`config.mk`:
```
export PLATFORM = sky130hd
export DESIGN_NAME = led_strip_driver
export DESIGN_NICKNAME = d
export VERILOG_FILES = /design/src/rtl/led_strip_driver.sv
export SDC_FILE = /design/constraint.sdc
export NUM_CORES = 1
export LEC_CHECK = 0
export ABC_CLOCK_PERIOD_IN_PS = 1900
export CAP_MARGIN = 25
export CORE_MARGIN = 1.5
export CORE_UTILIZATION = 51
export CTS_BUF_LIST = sky130_fd_sc_hd__clkbuf_4 sky130_fd_sc_hd__clkbuf_8
export DETAILED_ROUTE_END_ITERATION = 10
export HOLD_SLACK_MARGIN = 0.02
export PLACE_DENSITY = 0.78
export SLEW_MARGIN = 10
export SYNTH_ARGS = -nofsm -noshare
export SYNTH_HDL_FRONTEND = slang
export SYNTH_SLANG_ARGS = --single-unit
```
`constraint.sdc`:
```
create_clock -name clk_led -period 1.9 [get_ports clk_led]
set_clock_uncertainty 0.1 [all_clocks]
set_input_delay 0.38 -clock clk_led [delete_from_list [all_inputs] [get_ports clk_led]]
set_output_delay 0.38 -clock clk_led [all_outputs]
set_load 0.05 [all_outputs]
```
`src/rtl/led_strip_driver.sv`:
```
// led_strip_driver: reads colours from the LED buffer and serializes them
// onto a WS2812-style strand (G,R,B, MSB first), then holds a latch period.
// Ports: clk_led/rst_led_n (sync, active-low) clock and reset;
//   frame_start pulse begins a frame when idle;
//   led_address/green_in/red_in/blue_in/color_valid form the buffer read side;
//   strand_out is the serial line; busy spans the frame; frame_done pulses at its end.
// Optional: `define LED_STRIP_TEST_PATTERN_EN adds test_pattern (walking white LED).
module led_strip_driver #(
    parameter int NUM_LEDS          = 50,
    parameter int LED_ADDRESS_WIDTH = 10,
    parameter int T0H_CYCLES        = 40,
    parameter int T0L_CYCLES        = 85,
    parameter int T1H_CYCLES        = 80,
    parameter int T1L_CYCLES        = 45,
    parameter int LATCH_CYCLES      = 6000
) (
    input  logic                         clk_led,
    input  logic                         rst_led_n,
    input  logic                         frame_start,
    output logic [LED_ADDRESS_WIDTH-1:0] led_address,
    input  logic [7:0]                   green_in,
    input  logic [7:0]                   red_in,
    input  logic [7:0]                   blue_in,
    input  logic                         color_valid,
`ifdef LED_STRIP_TEST_PATTERN_EN
    input  logic                         test_pattern,
`endif
    output logic                         strand_out,
    output logic                         busy,
    output logic                         frame_done
);

    localparam int MAX_A = (T0H_CYCLES > T0L_CYCLES) ? T0H_CYCLES : T0L_CYCLES;
    localparam int MAX_B = (T1H_CYCLES > T1L_CYCLES) ? T1H_CYCLES : T1L_CYCLES;
    localparam int MAX_C = (MAX_A > MAX_B) ? MAX_A : MAX_B;
    localparam int MAX_T = (MAX_C > LATCH_CYCLES) ? MAX_C : LATCH_CYCLES;
    localparam int PW    = $clog2(MAX_T) + 1;
    localparam int AW    = LED_ADDRESS_WIDTH;

    localparam logic [PW-1:0] T0H_END   = PW'(T0H_CYCLES - 1);
    localparam logic [PW-1:0] T0L_END   = PW'(T0L_CYCLES - 1);
    localparam logic [PW-1:0] T1H_END   = PW'(T1H_CYCLES - 1);
    localparam logic [PW-1:0] T1L_END   = PW'(T1L_CYCLES - 1);
    localparam logic [PW-1:0] LATCH_END = PW'(LATCH_CYCLES - 1);
    localparam logic [AW-1:0] LAST_IDX  = AW'(NUM_LEDS - 1);

    typedef enum logic [2:0] {
        IDLE,
        FETCH,
        SEND_HIGH,
        SEND_LOW,
        LATCH
    } state_t;

    state_t        state, state_n;
    logic [PW-1:0] ph_cnt;
    logic [4:0]    bit_cnt;
    logic [23:0]   shift_reg;
    logic [AW-1:0] led_index;
    logic          fetch_first;
    logic          strand_q;
    logic          busy_q;
    logic          done_q;

    logic          start, load, shift, next_led, done;
    logic          fetch_ok;
    logic [23:0]   color;
    logic [PW-1:0] hi_end, lo_end;

`ifdef LED_STRIP_TEST_PATTERN_EN
    logic          tp_active;
    logic [AW-1:0] pattern_pos;

    // Pattern frames never wait on the buffer.
    assign fetch_ok = tp_active || (!fetch_first && color_valid);
    assign color    = !tp_active ? {green_in, red_in, blue_in}
                    : (led_index == pattern_pos) ? 24'hFF_FFFF : 24'h00_0000;
`else
    // The first FETCH cycle after an address change sees stale read data.
    assign fetch_ok = !fetch_first && color_valid;
    assign color    = {green_in, red_in, blue_in};
`endif

    assign hi_end = shift_reg[23] ? T1H_END : T0H_END;
    assign lo_end = shift_reg[23] ? T1L_END : T0L_END;

    always_comb begin
        state_n  = state;
        start    = 1'b0;
        load     = 1'b0;
        shift    = 1'b0;
        next_led = 1'b0;
        done     = 1'b0;
        unique case (state)
            IDLE: begin
                // A start coinciding with the previous frame_done is dropped.
                if (frame_start && !done_q) begin
                    start   = 1'b1;
                    state_n = FETCH;
                end
            end
            FETCH: begin
                if (fetch_ok) begin
                    load    = 1'b1;
                    state_n = SEND_HIGH;
                end
            end
            SEND_HIGH: begin
                if (ph_cnt == hi_end) state_n = SEND_LOW;
            end
            SEND_LOW: begin
                if (ph_cnt == lo_end) begin
                    if (bit_cnt != 5'd0) begin
                        shift   = 1'b1;
                        state_n = SEND_HIGH;
                    end else if (led_index != LAST_IDX) begin
                        next_led = 1'b1;
                        state_n  = FETCH;
                    end else begin
                        state_n = LATCH;
                    end
                end
            end
            LATCH: begin
                if (ph_cnt == LATCH_END) begin
                    done    = 1'b1;
                    state_n = IDLE;
                end
            end
            default: state_n = IDLE;
        endcase
    end

    always_ff @(posedge clk_led) begin
        if (!rst_led_n) begin
            state       <= IDLE;
            ph_cnt      <= '0;
            bit_cnt     <= '0;
            shift_reg   <= '0;
            led_index   <= '0;
            fetch_first <= 1'b0;
            strand_q    <= 1'b0;
            busy_q      <= 1'b0;
            done_q      <= 1'b0;
`ifdef LED_STRIP_TEST_PATTERN_EN
            tp_active   <= 1'b0;
            pattern_pos <= '0;
`endif
        end else begin
            state       <= state_n;
            strand_q    <= (state_n == SEND_HIGH);
            done_q      <= done;
            fetch_first <= (state_n == FETCH) && (state != FETCH);

            // Phase counter restarts on every state change.
            if (state_n != state || state == IDLE || state == FETCH)
                ph_cnt <= '0;
            else
                ph_cnt <= ph_cnt + 1'b1;

            if (start)
                busy_q <= 1'b1;
            else if (done)
                busy_q <= 1'b0;

            if (start)
                led_index <= '0;
            else if (next_led)
                led_index <= led_index + 1'b1;

            if (load) begin
                shift_reg <= color;
                bit_cnt   <= 5'd23;
            end else if (shift) begin
                shift_reg <= {shift_reg[22:0], 1'b0};
                bit_cnt   <= bit_cnt - 1'b1;
            end

`ifdef LED_STRIP_TEST_PATTERN_EN
            if (start)
                tp_active <= test_pattern;
            if (done && tp_active)
                pattern_pos <= (pattern_pos == LAST_IDX) ? '0
                             : pattern_pos + 1'b1;
`endif
        end
    end

    assign led_address = led_index;
    assign strand_out  = strand_q;
    assign busy        = busy_q;
    assign frame_done  = done_q;

endmodule
```
==> summary.md <==
| Metric | Value |
|---|---|
| Worst Hold Class | `reg2reg` |
| Crit path capture type | `flop` |
| GP Congestion | `0.923` |
| DRT iter0 DRCs | `311` |
| Max cap viols | `0` |
| Cell Rows | `27` |
| Register Area | `0.00123 mm²` |
| Root buffer cell | `clkbuf_8` |
| Cells after synthesis | `359` |
| Area of the core | `0.00554 mm²` |
| Sequential power share | `0.436` |
| Req. time, crit path | `2.08 ns` |
| Commonest non-fill, non-tap cell in the layout | `buf_4` |
| Peak VDD IR | `0.550 mV` |
| Int Pwr | `2.25 mW` |
| DR pass1 iterations | `5` |
| NumNets Final | `510` |
| Pin count of the biggest net entering global routing | `53` |
| # port buffers | `40` |
| Synth Cell Area | `0.00295 mm²` |
| Non-Filler Instances | `551` |
| Post-route minimum period | `2.19 ns` |
| Share of layout cells above drive strength 1 | `0.451` |
| Post-route ant nets | `0` |
| Longest Clk Path Bufs | `2` |
| Synth Register Bits | `60` |
| Tot GR Track Use | `0.276` |
| Crit path kind | `reg2reg` |
| Sw Share | `0.285` |
| Worst-Skew Late Latency | `0.36 ns` |
| Detailed-route wire length | `12,100 µm` |
| Worst setup margin | `-0.288 ns` |
| Area of the die | `0.00624 mm²` |
| Yosys cell types | `47` |
| Antenna cells | `0` |
| Ys flop type | `dfxtp_1` |
| Footprint of the multi-input gates | `0.00214 mm²` |
| Clock-pin slew on the worst setup and hold paths | `0.06 ns` |
| Seq/Total Area, Yosys | `0.408` |
| Post-DR wirelength/cell | `21.9 µm` |
| TritonCTS buffer count | `9` |
| # DRC | `0` |
| CTS H-tree lvls | `3` |
| Leakage | `1.96 nW` |
| Number of flip-flops under the largest register name | `24` |
| Power share of the combinational group | `0.181` |
| Via count | `3,605` |
| Worst slew margin | `0.643` |
| RSZ-0062 raised after global routing | `yes` |
| Post-Syn Nets | `393` |
| Post-synth EDFFs | `0` |
| Initial Util | `0.532` |
| Layout area overhead | `64.2%` |
| Worst-Margin Slew | `0.535 ns` |
| Switching power | `0.894 mW` |
| Most frequent cells in the layout | `buf_4 (82), dfxtp_1 (44), nand2_1 (38), o21ai_0 (27), clkdlybuf4s50_1 (27)` |
| CP Max Fanout | `7` |
| # IOs | `41` |
| Status | `finished with violations` |
| Die Wd | `79.0 µm` |
| Period utilization | `1.15` |
| Ys Warns | `0` |
| Clk sinks | `60` |
| Placed cell count | `517` |
| First-pass GRT wire length | `13,300 µm` |
| Via density | `6.54` |
| Power per cell area | `649 mW/mm²` |
| CP startpoint kind | `flop` |
| Hold Slack | `0.397 ns` |
| Asr flop ratio synth | `0` |
| Synth Area per Inst | `8.21 µm²` |
| Max Slew Vio Count | `0` |
| Global route overflow | `0` |
| Die Y | `79.0 µm` |
| Final hold violation count | `0` |
| Crit path DAT | `2.36 ns` |
| TritonCTS clock tree | `built` |
| Fmax | `0.457 GHz` |
| Violated checks | `negative setup slack` |
| Filler cells | `254` |
| Clock power frac | `0.382` |
| Vias in the first global route | `2,918` |
| Dpl hpwl | `5260 µm` |
| Setup violators final | `58` |
| Initial antenna violation count | `0` |
==> power groups by stage <==
stage                     logic (mW)  clock network, mW  registers (mW)
after detailed placement       0.385                  0            1.37
after global placement         0.374                  0            1.37
final                          0.569               1.20            1.37
after CTS                      0.453               1.16            1.35
after floorplan                0.211                  0            1.38
after global routing           0.594               1.23            1.37
==> critical path: stages (launching register included) <==
cell       delay, ns
dfxtp_1         0.37
nor2b_2         0.32
buf_4           0.22
and2_1          0.22
o2111a_2        0.42
clkbuf_16       0.24
nand2_2         0.05
a31oi_1         0.17
==> what timing repair did <==
action / 4_1_cts / 5_1_grt
pin swaps: 16 / 75
endpoints found under the hold margin: 0 / 0
cloned: 1 / 4
buffers inserted: 11 / 6
resized for setup: 47 / 86
endpoints found under the setup margin: 53 / 55
hold buffers: 0 / 0
==> layout make-up <==
cell class | count | share of cell area
Multi-Input combinational cell | 268 | 0.442
Clock inverter | 2 | 0.00724
Clock buffer | 12 | 0.0329
Sequential cell | 60 | 0.255
Timing Repair Buffer | 126 | 0.236
Tap cell | 72 | 0.0186
Inverter | 11 | 0.00854
==> logic make-up after synthesis <==
family                   Yosys count  share of synthesized area
AND/OR/NAND/NOR                  159                      0.278
AO/OA/AOI/OAI                     86                      0.191
flip-flops                        60                      0.408
buffers and inverters             31                     0.0476
XOR/XNOR                          17                     0.0505
adder cells (fa/ha/maj)            6                     0.0255
==> layer usage <==
metal	routed length [µm]	track usage	share of wire
met3	1040	0.0644	0.086
met5	0	0	0
met1	4350	0.322	0.36
met2	5650	0.491	0.47
met4	1010	0.0947	0.084
==> through the flow <==
step / setup TNS, ns / util / setup WS (ns) / total power [mW] / area [µm²]
3_5_place_dp: -5.59 / 0.704 / -0.297 / 1.76 / 3900
5_1_grt: -11.78 / 0.873 / -0.336 / 3.20 / 4840
2_1_floorplan: -0.279 / - / -0.0578 / 1.59 / 3020
6_report: -10.66 / 0.873 / -0.288 / 3.14 / 4840
4_1_cts: -0.416 / 0.790 / -0.0660 / 2.96 / 4380
3_3_place_gp: -3.91 / 0.704 / -0.165 / 1.75 / 3900
==> cells in the mapped netlist (2+ instances only) <==
library cell / n / share of area
a211oi_1: 3 / 0.0076
a21oi_1: 12 / 0.020
a31oi_1: 25 / 0.053
and2_1: 6 / 0.013
and3_1: 7 / 0.015
and4_1: 2 / 0.0059
and4bb_1: 2 / 0.0085
buf_2: 7 / 0.012
buf_6: 2 / 0.0076
clkbuf_1: 10 / 0.013
dfxtp_1: 60 / 0.41
ha_1: 6 / 0.025
inv_1: 11 / 0.014
nand2_1: 64 / 0.082
nand2b_1: 3 / 0.0064
nand3_1: 8 / 0.014
nand4_1: 7 / 0.015
nand4b_1: 4 / 0.012
nor2_1: 23 / 0.029
nor2b_1: 2 / 0.0042
nor3_1: 6 / 0.010
nor4_1: 8 / 0.017
nor4b_1: 4 / 0.012
o2111a_1: 2 / 0.0076
o21a_1: 2 / 0.0051
o21ai_0: 31 / 0.053
or3_1: 7 / 0.015
xnor2_1: 11 / 0.033
xor2_1: 6 / 0.018
==> worst paths after layout <==
path | from | end | slack (ns) | depth (start not counted)
max | state[1] | shift_reg[20] | -0.29 | 7
min | shift_reg[17] | shift_reg[18] | 0.40 | 2
max reg2reg | state[1] | shift_reg[20] | -0.29 | 7
min reg2reg | shift_reg[17] | shift_reg[18] | 0.40 | 2
No activity file was read; power rests on OpenSTA's default activity.
